--- config.mk ---
export PLATFORM = sky130hd
export DESIGN_NAME = free_list
export DESIGN_NICKNAME = d
export VERILOG_FILES = /design/src/rtl/free_list_pkg.sv /design/src/rtl/free_list_compact.sv /design/src/rtl/free_list.sv
export SDC_FILE = /design/constraint.sdc
export NUM_CORES = 1
export LEC_CHECK = 0
export CAP_MARGIN = 20
export CORE_MARGIN = 2
export CORE_UTILIZATION = 45
export DETAILED_ROUTE_END_ITERATION = 16
export GPL_TIMING_DRIVEN = 0
export PLACE_DENSITY = 0.69
export SETUP_SLACK_MARGIN = 0.02
export SLEW_MARGIN = 30
export SYNTH_ARGS = -nofsm -noshare
export SYNTH_HDL_FRONTEND = slang
export SYNTH_HIERARCHICAL = 1
export SYNTH_SLANG_ARGS = --single-unit
--- constraint.sdc ---
create_clock -name clk -period 3.87 [get_ports clk]
set_input_delay 0.774 -clock clk [delete_from_list [all_inputs] [get_ports clk]]
set_output_delay 0.774 -clock clk [all_outputs]
set_load 0.005 [all_outputs]
--- src/rtl/free_list_pkg.sv ---
// -----------------------------------------------------------------------------
// free_list_pkg -- shared system definitions for the physical-register free list
//
// The sys_defs macros (`TABLE_WRITE, `ARCHREG_NUMBER, `PREG_NUMBER) default
// here when the build does not supply them. Everything derived from them
// (lane count, list depth, tag and pointer widths, tag typedef) lives in this
// package so that the free list and its users agree on one definition.
//
// FL_DEPTH = `PREG_NUMBER - `ARCHREG_NUMBER must be a power of two: pointer
// wrap relies on plain binary overflow of a $clog2(FL_DEPTH)+1 bit counter.
// -----------------------------------------------------------------------------
`ifndef TABLE_WRITE
`define TABLE_WRITE 1
`endif
`ifndef ARCHREG_NUMBER
`define ARCHREG_NUMBER 32
`endif
`ifndef PREG_NUMBER
`define PREG_NUMBER 64
`endif

package free_list_pkg;

  localparam int W        = `TABLE_WRITE + 1;
  localparam int ARCH_N   = `ARCHREG_NUMBER;
  localparam int PREG_N   = `PREG_NUMBER;
  localparam int FL_DEPTH = PREG_N - ARCH_N;
  localparam int TAG_W    = $clog2(PREG_N);
  localparam int IDX_W    = $clog2(FL_DEPTH);
  localparam int PTR_W    = IDX_W + 1;
  localparam int CNT_W    = $clog2(W) + 1;

  typedef logic [TAG_W-1:0] tag_t;
  typedef logic [PTR_W-1:0] ptr_t;
  typedef logic [IDX_W-1:0] idx_t;

  // Storage slot addressed by a wrap-bit pointer.
  function automatic idx_t idx_of(input ptr_t p);
    return p[IDX_W-1:0];
  endfunction

  // Tag held in slot i after reset: the physical registers above the
  // architectural ones start out free.
  function automatic tag_t reset_tag(input int i);
    return tag_t'(ARCH_N + i);
  endfunction

endpackage

--- src/rtl/free_list_compact.sv ---
// -----------------------------------------------------------------------------
// free_list_compact -- W-lane popcount with exclusive prefix offsets
//
// Ports:
//   mask_i    in  W          lane enables
//   count_o   out CNT_W      number of set lanes
//   offset_o  out W x CNT_W  lane k: number of set lanes below k
//                            (lane k's slot in a lane-order compaction)
// -----------------------------------------------------------------------------
module free_list_compact
  import free_list_pkg::*;
(
  input  logic [W-1:0]       mask_i,
  output logic [CNT_W-1:0]   count_o,
  output logic [W*CNT_W-1:0] offset_o
);

  always_comb begin
    logic [CNT_W-1:0] acc;
    acc      = '0;
    offset_o = '0;
    for (int k = 0; k < W; k++) begin
      offset_o[k*CNT_W +: CNT_W] = acc;
      acc = acc + CNT_W'(mask_i[k]);
    end
    count_o = acc;
  end

endmodule

--- src/rtl/free_list.sv ---
// -----------------------------------------------------------------------------
// free_list -- circular free list of physical register tags
//
// Offers up to W free tags per cycle to dispatch, accepts up to W freed tags
// per cycle from retire, and on a mispredict rewinds the head to the
// allocation point of the oldest unretired instruction.
//
// Ports:
//   clk             in   1          clock, all state on posedge
//   reset_n         in   1          asynchronous active-low reset
//   dispatch_req_i  in   W          per-lane tag request (thermometer)
//   alloc_tag_o     out  W x TAG_W  tag offered to each lane (lane 0 low)
//   alloc_valid_o   out  W          lane k tag valid (free_count_o > k)
//   retire_en_i     in   W          lane returns a tag
//   retire_tag_i    in   W x TAG_W  returned tag per lane (lane 0 low)
//   recover_i       in   1          squash: return speculative allocations
//   free_count_o    out  PTR_W      registered number of free tags
// Optional (macro FREE_LIST_DEBUG_EN):
//   free_list_entry_debug  out FL_DEPTH x TAG_W  raw buffer (slot 0 low)
//   head_debug_o           out PTR_W             head pointer
//   tail_debug_o           out PTR_W             tail pointer
// -----------------------------------------------------------------------------
module free_list
  import free_list_pkg::*;
(
  input  logic               clk,
  input  logic               reset_n,
  input  logic [W-1:0]       dispatch_req_i,
  output logic [W*TAG_W-1:0] alloc_tag_o,
  output logic [W-1:0]       alloc_valid_o,
  input  logic [W-1:0]       retire_en_i,
  input  logic [W*TAG_W-1:0] retire_tag_i,
  input  logic               recover_i,
  output logic [PTR_W-1:0]   free_count_o
`ifdef FREE_LIST_DEBUG_EN
  ,
  output logic [FL_DEPTH*TAG_W-1:0] free_list_entry_debug,
  output logic [PTR_W-1:0]          head_debug_o,
  output logic [PTR_W-1:0]          tail_debug_o
`endif
);

  tag_t fl_q [FL_DEPTH];
  ptr_t head_q, tail_q, rhead_q, count_q;
  ptr_t head_d, tail_d, rhead_d, count_d;

  logic [W-1:0]       grant;
  logic [W-1:0]       pop_run;
  logic [CNT_W-1:0]   n_pop;
  logic [CNT_W-1:0]   n_push;
  logic [W*CNT_W-1:0] pop_off_unused;
  logic [W*CNT_W-1:0] push_off;
  idx_t               wr_idx [W];

  // Offer: straight from registers, so a tag written this cycle is only
  // visible next cycle and a push into an empty list cannot be popped.
  always_comb begin
    alloc_valid_o = '0;
    alloc_tag_o   = '0;
    for (int k = 0; k < W; k++) begin
      alloc_valid_o[k]              = (count_q > PTR_W'(k));
      alloc_tag_o[k*TAG_W +: TAG_W] = fl_q[idx_of(head_q + PTR_W'(k))];
    end
  end

  // Only the contiguous low run of granted lanes is served, so a gap in a
  // non-thermometer request cuts off every lane above it.
  always_comb begin
    grant      = dispatch_req_i & alloc_valid_o;
    pop_run    = '0;
    pop_run[0] = grant[0];
    for (int k = 1; k < W; k++) begin
      pop_run[k] = pop_run[k-1] & grant[k];
    end
  end

  free_list_compact u_pop_cnt (
    .mask_i   (pop_run),
    .count_o  (n_pop),
    .offset_o (pop_off_unused)
  );

  free_list_compact u_push_cmp (
    .mask_i   (retire_en_i),
    .count_o  (n_push),
    .offset_o (push_off)
  );

  // Next state. On recover the head snaps back to the retire point, which
  // already includes this cycle's retirements; this cycle's pops are dropped.
  always_comb begin
    tail_d  = tail_q + PTR_W'(n_push);
    rhead_d = rhead_q + PTR_W'(n_push);
    head_d  = recover_i ? rhead_d : (head_q + PTR_W'(n_pop));
    count_d = tail_d - head_d;
    for (int k = 0; k < W; k++) begin
      wr_idx[k] = idx_of(tail_q + PTR_W'(push_off[k*CNT_W +: CNT_W]));
    end
  end

  // Register stage.
  always_ff @(posedge clk or negedge reset_n) begin
    if (!reset_n) begin
      for (int i = 0; i < FL_DEPTH; i++) begin
        fl_q[i] <= reset_tag(i);
      end
      head_q  <= '0;
      rhead_q <= '0;
      tail_q  <= PTR_W'(FL_DEPTH);
      count_q <= PTR_W'(FL_DEPTH);
    end else begin
      for (int k = 0; k < W; k++) begin
        if (retire_en_i[k]) begin
          fl_q[wr_idx[k]] <= retire_tag_i[k*TAG_W +: TAG_W];
        end
      end
      head_q  <= head_d;
      rhead_q <= rhead_d;
      tail_q  <= tail_d;
      count_q <= count_d;
    end
  end

  assign free_count_o = count_q;

`ifdef FREE_LIST_DEBUG_EN
  always_comb begin
    free_list_entry_debug = '0;
    for (int i = 0; i < FL_DEPTH; i++) begin
      free_list_entry_debug[i*TAG_W +: TAG_W] = fl_q[i];
    end
  end
  assign head_debug_o = head_q;
  assign tail_debug_o = tail_q;
`endif

`ifndef SYNTHESIS
  // Retire can never hand back more tags than there are slots.
  always @(posedge clk) begin
    if (reset_n) begin
      assert (!((|retire_en_i) && (count_q == PTR_W'(FL_DEPTH))))
        else $error("free_list: push while list is full");
      assert (count_d <= PTR_W'(FL_DEPTH))
        else $error("free_list: free count overflow");
    end
  end
`endif

endmodule

* Word-level counts from Yosys, hierarchy flattened
Cells that the tools add are included.
Word-level totals: flip-flop bits (word level) 216, bits in latches 0, bits in writable memories 0, memory bits (read-only) 0, input port bits 19, output and inout bits 20, logic and storage cells 75, memories 0
Operators by class: $add $sub $neg 8, multiply operators 0, div/mod/pow operators 0, magnitude comparators 8, eq/ne operators 0, shift-type cells 0, multiplexer cells 15, bitwise logic cells 6, reduce and logical (&&, ||, !) cells 2
Operator list (number):
- $bwmux 192 | 2
- $mux 192 | 2
- $bmux 6 s5 | 2
- $demux 6 s5 | 2
- $mux 6 | 7
- $ge 6x6->1 const B | 4
- $not 5->6 | 4
- $add 6x2->6 | 3
- $gt 6x1->1 const B | 2
- $lt 6x1->1 const B | 2
- $sub 6x6->6 | 1
- $add 5x1->5 | 1
- $add 5x1->5 const B | 1
- $add 1x1->2 | 2
- $and 2x2->2 | 1
- $logic_and 1x1->1 | 2
- $and 1x1->1 | 1

* Depth between registers and ports, before layout
depth after elaboration 9, mapped depth 14, gate-level depth less buffers 14

* Cells and area by module
Netlist, hierarchy kept.
By module, submodules not included:
- free_list | times used 1, cells an instance 1299, area an instance 14388.8 um^2, seq. area each 5547.8 um^2
- free_list_compact | times used 2, cells an instance 6, area an instance 46.3 um^2, seq. area each 0.0 um^2

* Worst setup path before layout
OpenSTA, ideal clock, no wires.
path type register -> register, start point reg count_q[1] (netlist: free_count_o[1]), end point reg count_q[5] (netlist: free_count_o[5]), setup time 0.090 ns, arrival 3.394 ns, required time 3.780 ns, setup slack 0.386 ns, stages on the path, launching flop included 15, buffers on the path 0, period minus slack after synthesis 3.484 ns, cells stage by stage dfrtp_1 > nor3_1 > nand2_1 > or2_2 > and2_1 > ha_1 > ha_1 > fa_1 > xnor2_1 > o21a_1 > ha_1 > o21ai_0 > a21bo_2 > a21oi_1 > xnor3_1
On the way: cells in the longest elaborated chain, start to end 7, elaborated cells on any way between the ends 8, those cells by class add/sub (3); order compare (2); mux (1); bitwise (2)
Ends and longest elaborated chain:
- start: declaration | RTL line free_list.sv:44 | ptr_t head_q, tail_q, rhead_q, count_q;
- start signal: assignment | RTL line free_list.sv:110 | count_q <= PTR_W'(FL_DEPTH);
- start signal: assignment | RTL line free_list.sv:120 | count_q <= count_d;
- $gt 6x1->1 | RTL line free_list.sv:61 | alloc_valid_o[k] = (count_q > PTR_W'(k));
- via alloc_valid_o[1] | RTL line free_list.sv:30 | output logic [W-1:0] alloc_valid_o,
- $and 2x2->2 | RTL line free_list.sv:69 | grant = dispatch_req_i & alloc_valid_o;
- $and 1x1->1 | RTL line free_list.sv:73 | pop_run[k] = pop_run[k-1] & grant[k];
- $add 1x1->2 | RTL line free_list_compact.sv:24 | acc = acc + CNT_W'(mask_i[k]);
- via n_pop[0] | RTL line free_list.sv:49 | logic [CNT_W-1:0] n_pop;
- $add 6x2->6 | RTL line free_list.sv:94 | head_d = recover_i ? rhead_d : (head_q + PTR_W'(n_pop));
- $mux 6 | RTL line free_list.sv:94
- $sub 6x6->6 | RTL line free_list.sv:95 | count_d = tail_d - head_d;
- via count_d[5] | RTL line free_list.sv:45 | ptr_t head_d, tail_d, rhead_d, count_d;
The timed path passes the listed nets, and every way through them passes these cells.

* Worst setup path in the final report
start point reg head_q[4], end point out alloc_tag_o[4]
On the way: cells in the longest elaborated chain, start to end 4
Ends and longest elaborated chain:
- start: declaration | RTL line free_list.sv:44
- start signal: assignment | RTL line free_list.sv:107 | head_q <= '0;
- start signal: assignment | RTL line free_list.sv:117 | head_q <= head_d;
- $not 5->6 (not written as such) | RTL line free_list.sv:62 | alloc_tag_o[k*TAG_W +: TAG_W] = fl_q[idx_of(head_q + PTR_W'(k))];
- $bmux 6 s5 | RTL line free_list.sv:62
- $mux 6 (not written as such) (2 in series) | RTL line free_list.sv:62
- end: declaration | RTL line free_list.sv:29 | output logic [W*TAG_W-1:0] alloc_tag_o,
No other way between the ends. The select of a mux whose other input is x is not followed.

==> impl_results.html <==
<table>
<tr><th>Metric</th><th>Value</th></tr>
<tr><th colspan="2">Outcome</th></tr>
<tr><td>Result of the run</td><td>completed</td></tr>
<tr><th colspan="2">Global routing</th></tr>
<tr><td>GRT Overall Usage</td><td>between 20% and 30%</td></tr>
<tr><td>Largest net degree at the start of global routing</td><td>62</td></tr>
<tr><td>Vias in the first global route</td><td>roughly 12000</td></tr>
<tr><td>Initial antenna violation count</td><td>3</td></tr>
<tr><td>Leftover overflow at the end of global routing</td><td>0</td></tr>
<tr><td>Global-route wire length before repair</td><td>between 70000 and 80000 µm</td></tr>
<tr><th colspan="2">Placed design</th></tr>
<tr><td>Placed Area</td><td>around 0.015 mm²</td></tr>
<tr><td>Final HPWL from detailed placement</td><td>35200 µm</td></tr>
<tr><td>Placed cells</td><td>1751</td></tr>
<tr><td>Count of input and output buffers</td><td>38</td></tr>
<tr><td>Placer Congestion</td><td>about 1.1</td></tr>
<tr><td>Placement-stage worst setup slack</td><td>-0.447 ns</td></tr>
<tr><th colspan="2">Timing</th></tr>
<tr><td>Min setup slack post-route</td><td>around 0.029 ns</td></tr>
<tr><td>Slew at the pin closest to its max-slew limit</td><td>~0.94 ns</td></tr>
<tr><td>Unrepaired setup endpoints after global routing</td><td>no</td></tr>
<tr><td>Post-route clock period utilization</td><td>99.3%</td></tr>
<tr><td>Min cycle time layout</td><td>around 3.8 ns</td></tr>
<tr><td>Final Hold Vio Count</td><td>0</td></tr>
<tr><td>Final number of setup-violating endpoints</td><td>0</td></tr>
<tr><td>Slew HR</td><td>between 30% and 40%</td></tr>
<tr><td>Number of max-slew violations in the final report</td><td>0</td></tr>
<tr><td>Fin Clk Skew</td><td>between 0.015 and 0.02 ns</td></tr>
<tr><td>Max Fclk</td><td>around 260 MHz</td></tr>
<tr><th colspan="2">Die</th></tr>
<tr><td>Die area</td><td>roughly 0.034 mm²</td></tr>
<tr><td>Top-level I/O count</td><td>39</td></tr>
<tr><td>Die width</td><td>183 µm</td></tr>
<tr><td>Initial standard-cell utilization of the core</td><td>between 40% and 50%</td></tr>
<tr><td>Floorplan die height</td><td>around 180 µm</td></tr>
<tr><td>Core Box Area</td><td>around 0.032 mm²</td></tr>
<tr><td>Number of placement rows</td><td>65</td></tr>
<tr><th colspan="2">Detailed routing</th></tr>
<tr><td>Total length of routed wires</td><td>a little under 50000 µm</td></tr>
<tr><td>Routed via count divided by cell count</td><td>6.42</td></tr>
<tr><td>Initial DRT Pass Iterations</td><td>5</td></tr>
<tr><td>Number of design-rule violations left by the first detailed-router iteration</td><td>roughly 1400</td></tr>
<tr><td>Via count</td><td>around 12000</td></tr>
<tr><td>Routed wire per std cell</td><td>between 20 and 30 µm</td></tr>
<tr><td>Count of unresolved DRC violations after routing</td><td>0</td></tr>
<tr><td>Final antenna-violating net count</td><td>0</td></tr>
<tr><th colspan="2">Finish</th></tr>
<tr><td>Area of all placed cells without fillers</td><td>~0.017 mm²</td></tr>
<tr><td>Layout overhead on the synthesized area</td><td>15.8%</td></tr>
<tr><td>Final core area utilization</td><td>between 50% and 60%</td></tr>
<tr><td>Commonest non-fill, non-tap cells in the layout</td><td>nor2_1 (203), mux2i_1 (183), a21oi_1 (182)</td></tr>
<tr><td>Most common cell after layout, fill and taps aside</td><td>nor2_1</td></tr>
<tr><td>Layout Nets</td><td>1423</td></tr>
<tr><td>Non-filler cells, final</td><td>between 1500 and 2000</td></tr>
<tr><td>Layout cells sized above 1</td><td>between 30% and 40%</td></tr>
<tr><th colspan="2">CTS</th></tr>
<tr><td>Cell chosen for the clock root</td><td>clkbuf_16</td></tr>
<tr><td>CTS clk-pin slew, worst paths</td><td>approximately 0.060 ns</td></tr>
<tr><td>Insertion delay to the later sink of the worst-skew pair</td><td>0.55 ns</td></tr>
<tr><td>Clock buffers created by TritonCTS</td><td>26</td></tr>
<tr><td>Longest Clk Path Bufs</td><td>3</td></tr>
<tr><td>Clock Sinks</td><td>about 220</td></tr>
<tr><td>Hold-fix buffers, CTS</td><td>0</td></tr>
<tr><td>Total number of H-tree levels</td><td>1</td></tr>
<tr><td>TritonCTS clock tree</td><td>done</td></tr>
<tr><th colspan="2">Flow run</th></tr>
<tr><td>Max-capacitance violation count</td><td>0</td></tr>
<tr><th colspan="2">Pwr</th></tr>
<tr><td>Sequential Power Share</td><td>around a quarter</td></tr>
<tr><td>Sw power</td><td>7.95 mW</td></tr>
<tr><td>Static Leakage</td><td>~6.8 nW</td></tr>
<tr><td>Share of power burned in the clock network</td><td>between 10% and 20%</td></tr>
<tr><td>Combinational fraction of design power</td><td>between 60% and 70%</td></tr>
<tr><td>PwrDens</td><td>between 1000 and 1500 mW/mm²</td></tr>
<tr><td>Final total power</td><td>around 19 mW</td></tr>
<tr><td>Peak supply drop</td><td>about 0.58 mV</td></tr>
<tr><td>P_int</td><td>roughly 11 mW</td></tr>
<tr><td>Switching Fraction</td><td>between 40% and 50%</td></tr>
<tr><th colspan="2">Setup path</th></tr>
<tr><td>Sort of element at the end of the critical path</td><td>primary output</td></tr>
<tr><td>Slowest cell on crit path</td><td>clkbuf_1</td></tr>
<tr><td>Type of origin of the critical path</td><td>register</td></tr>
<tr><td>Cells along the critical path</td><td>clkbuf_1 -&gt; clkbuf_1 -&gt; mux4_2 -&gt; mux2_4 -&gt; dlygate4sd2_1</td></tr>
<tr><td>Biggest cell delay along the critical path</td><td>approximately 0.66 ns</td></tr>
<tr><td>Data arrival, critical path</td><td>3.07 ns</td></tr>
<tr><td>Class of the most critical setup path</td><td>reg2out</td></tr>
<tr><td>CP dominant cell by count</td><td>clkbuf_1</td></tr>
<tr><td>Worst path required time</td><td>just over 3 ns</td></tr>
<tr><td>Largest fanout on the critical path</td><td>10</td></tr>
<tr><th colspan="2">Logic synthesis</th></tr>
<tr><td>Average cell area after synthesis</td><td>about 11 µm²</td></tr>
<tr><td>Total standard cell area after synthesis</td><td>approximately 0.014 mm²</td></tr>
<tr><td>Cell count after synthesis</td><td>1306</td></tr>
<tr><td>Count of synthesis-stage warnings from yosys</td><td>6</td></tr>
<tr><th colspan="2">Worst hold path</th></tr>
<tr><td>Path category of the worst min-delay check</td><td>in2async</td></tr>
</table>
[registers in the layout (all words and copies together), names as in the netlist]
name,count
fl_q,192
free_count_o,6
head_q,6
rhead_q,6
tail_q,6
[cell type report]
cell class	count	area [µm²]
inverters	13	52.6
plain buffers	122	774
clock buffers	40	764
well taps	402	503
repair buffers	44	475
flip-flops and latches	216	5550
fillers	2766	14800
clock inverters	7	87.6
multi-input cells	957	8520
diodes	1	2.50
[per-layer routing]
metal  vias to the layer above  GRT usage, %  routed length (µm)
met5                         -             0                  23
met4                         4          16.6                3240
met3                       180          8.32                5460
met2                       715          44.4               21300
met1                      5720          37.1               18100
li1                       4948             -                   -
[per-stage QoR]
| step | hold WS, ns | TNS, ns |
|---|---|---|
| global placement | 0.457 | -1286.34 |
| finish | 0.136 | 0 |
| floorplan | 0.439 | 0 |
| detailed placement | 0.462 | -39.48 |
| CTS | 0.146 | 0 |
| global route | 0.163 | 0 |
[critical path: cells and delay by family, from the launching register on]
kind	cells	cell delay, ns
muxes	2	0.76
DFF	1	0.33
buffers and inverters	3	1.43
[final timing paths]
check                      slack, ns              end  cells after the start            start
setup / recovery                0.03   alloc_tag_o[4]                      5        head_q[4]
hold / removal                  0.14        tail_q[4]                      1          reset_n
setup reg to reg                0.22  free_count_o[5]                     14  free_count_o[1]
hold reg to reg                 0.47       rhead_q[5]                      1       rhead_q[5]
max in group asynchronous       2.72        fl_q[123]                      3          reset_n
min in group clk                0.47       rhead_q[5]                      1       rhead_q[5]
[timing repair]
item                       4_1_cts  5_1_grt
pin swaps                        3        0
setup endpoints to repair       12       69
resized for setup              109        6
setup buffers                    3        0
[power by group through the flow]
stage | Sequential (mW) | Combinational, mW | Clock [mW]
floorplan | 4.47 | 7.09 | 0
global placement | 4.77 | 9.95 | 0
detailed placement | 4.86 | 10.1 | 0
CTS | 4.86 | 11.1 | 2.52
global route | 5.03 | 11.9 | 2.60
finish | 4.92 | 11.4 | 2.49
No activity file was read; power rests on OpenSTA's default activity.
==> edit: new RTL, same flow settings <==
Put a register stage on the output `alloc_tag_o`, with the module's reset. The value now appears one clock later. The other outputs are not delayed to match.
--- a/src/rtl/free_list.sv
+++ b/src/rtl/free_list.sv
@@ -40,6 +40,8 @@
 `endif
 );
 
+  logic [W*TAG_W-1:0] alloc_tag_d;
+
   tag_t fl_q [FL_DEPTH];
   ptr_t head_q, tail_q, rhead_q, count_q;
   ptr_t head_d, tail_d, rhead_d, count_d;
@@ -56,10 +58,10 @@
   // visible next cycle and a push into an empty list cannot be popped.
   always_comb begin
     alloc_valid_o = '0;
-    alloc_tag_o   = '0;
+    alloc_tag_d   = '0;
     for (int k = 0; k < W; k++) begin
       alloc_valid_o[k]              = (count_q > PTR_W'(k));
-      alloc_tag_o[k*TAG_W +: TAG_W] = fl_q[idx_of(head_q + PTR_W'(k))];
+      alloc_tag_d[k*TAG_W +: TAG_W] = fl_q[idx_of(head_q + PTR_W'(k))];
     end
   end
 
@@ -146,5 +148,13 @@
   end
 `endif
 
+  always_ff @(posedge clk or negedge reset_n) begin
+    if (!reset_n) begin
+      alloc_tag_o <= '0;
+    end else begin
+      alloc_tag_o <= alloc_tag_d;
+    end
+  end
+
 endmodule
 
Behaviour: not the same (Yosys sat finds a counterexample within 4 cycles, from zero or initial values and one cycle with reset_n low).
==> edit against the original RTL <==
- power down 1.3%
- sequential cell count up 12
- cell area down 2.5%
- area after synthesis down 0.77%
- critical path depth up 9
- hold slack better by 0.054 ns
- routed wire length up 20%
- setup slack better by 0.21 ns
- critical endpoint is now free_count_o[5]$_DFF_PN1_
- largest cell class unchanged
==> edit: results (changes against the original RTL) <==
* Outcome: completed (unchanged)
* First-pass GRT wire length at 83600 microns (was 72400 microns)
* Filler cells at 2807 (was 2766)
* Top Registers: fl_q (192), alloc_tag_o (12)
* Final RePlAce weighted congestion at 1.07 (was 1.06)
* Synthesized area per cell at 10.5 sq um (was 11.1 sq um)
* Leakage at 6.60 nW (was 6.82 nW)
* Final net count at 1480 (was 1423)
* Pin count of the biggest net entering global routing at 86 (was 62)
* Share of layout cells above drive strength 1 at 25.9% (was 30.3%)
* Root Buffer: clkbuf_16 (unchanged)
* Routed wire length at 57600 microns (was 48100 microns)
* Layout Cells excl Fill at 1863 (was 1802)
* Drt pass-1 iters at 6 (was 5)
* Vias in the first global route at 12069 (was 11653)
* Clk slew on worst S/H paths at 0.06 ns (about the same)
* Clock Latency Late Sink at 0.56 ns
* Vias per std cell at 6.87 (was 6.42)
* Total CTS buffers at 28 (was 26)
* H-tree levels at 1 (unchanged)
* CP Max Fanout at 3 (was 10)
* Critical-path cell with the highest stage delay: fa_1 (was clkbuf_1)
* Iteration-0 DRC count of the detailed router at 1611 (was 1359)
* Slowest Stage Delay on Critical Path at 0.41 ns (was 0.66 ns)
* Setup Skew at 0.0125 ns (was 0.0174 ns)
* Hold Crit Class: primary input to asynchronous set/reset pin (unchanged)
* Worst-margin pin slew at 1.04 ns (was 0.938 ns)
* Dpl hpwl at 40900 microns (was 35200 microns)
* Synth warn at 6 (unchanged)
* Initial antenna violation count at 4 (was 3)
* Critical Path AT at 4.11 ns (was 3.07 ns)
* Placed cell areas at 15300 sq um (was 15400 sq um)
* GRT Overall Usage at 34.7% (was 29.0%)
* Port Buffers at 35 (was 38)
* Peak supply drop at 0.715 mV (was 0.582 mV)
* Clock Tree Buf Depth at 3 (unchanged)
* CP Class: flip-flop to flip-flop (was flip-flop to primary output)
* Dpl cells at 1808 (was 1751)
edit: cell count changes in the layout (fill, tap and decap cells not counted), moves of 11 or more:
cell           unedited run  this run
buf_1                     1        12
a32oi_1                   0        37
dlygate4sd2_1            12         0
nor3_4                   13         0
and2_1                    2        26
nand3_1                  19        62
mux2i_1                 183        47
a22oi_1                   0       110
buf_2                    28        47
clkbuf_1                 66        80
nand4_1                  15         3
dfrtp_1                 100       114
edit: where the power goes:
part | internal [mW] | switching, mW | total, mW
clock network | 1.73 | 1.12 | 2.85
logic | 4.64 | 6.00 | 10.6
registers | 4.05 | 1.06 | 5.11
edit: metrics by stage:
step	util (%)	power, mW	worst slack, ns	hold WS, ns
after global routing	51.8	19.2	0.0281	0.224
after detailed placement	48.6	15.2	-0.348	0.460
after CTS	51.7	18.1	0.0985	0.209
final	51.8	18.6	0.235	0.190
after global placement	48.3	15.0	-7.66	0.457
after floorplan	-	11.6	0.401	0.439
edit: final cells by class:
class	count	area share [%]
Sequential cell	228	35.8
Clock inverter	14	1.12
Antenna cell	2	0.0307
Clock buffer	38	4.96
Buffer	151	4.21
Multi-Input combinational cell	973	47.7
Tap cell	402	3.08
Timing Repair Buffer	40	2.66
Inverter	15	0.345
edit: worst paths after layout:
kind | from | end | slack [ns] | cells after the start
setup / recovery | free_count_o[1]$_DFF_PN0_ | free_count_o[5]$_DFF_PN1_ | 0.23 | 14
hold / removal | reset_n | free_count_o[0]$_DFF_PN0_ | 0.19 | 1
setup reg to reg | free_count_o[1]$_DFF_PN0_ | free_count_o[5]$_DFF_PN1_ | 0.23 | 14
hold reg to reg | rhead_q[5]$_DFF_PN0_ | rhead_q[5]$_DFF_PN0_ | 0.47 | 1
max in group asynchronous | reset_n | fl_q[156]$_DFF_PN1_ | 2.79 | 2
min in group clk | rhead_q[5]$_DFF_PN0_ | rhead_q[5]$_DFF_PN0_ | 0.47 | 1
edit: per-layer routing:
metal  part of all wire (%)  track usage (%)
met3                     13             10.4
met2                     43             51.2
met1                     37             45.2
met4                    7.5             21.1
met5                      0                0
edit: worst max-delay path: cells and delay by family (launching register included):
family / cells / cell delay [ns]
fa+ha+maj: 4 / 1.27
compound gates: 4 / 0.72
flops: 1 / 0.39
xor+xnor: 2 / 0.45
simple gates: 4 / 0.72
edit: what timing repair did:
item / CTS / global route
gates cloned: 0 / 0
buffers inserted: 0 / 1
setup endpoints to repair: 1 / 1
gates resized for setup: 1 / 3
endpoints found under the hold margin: 0 / 0
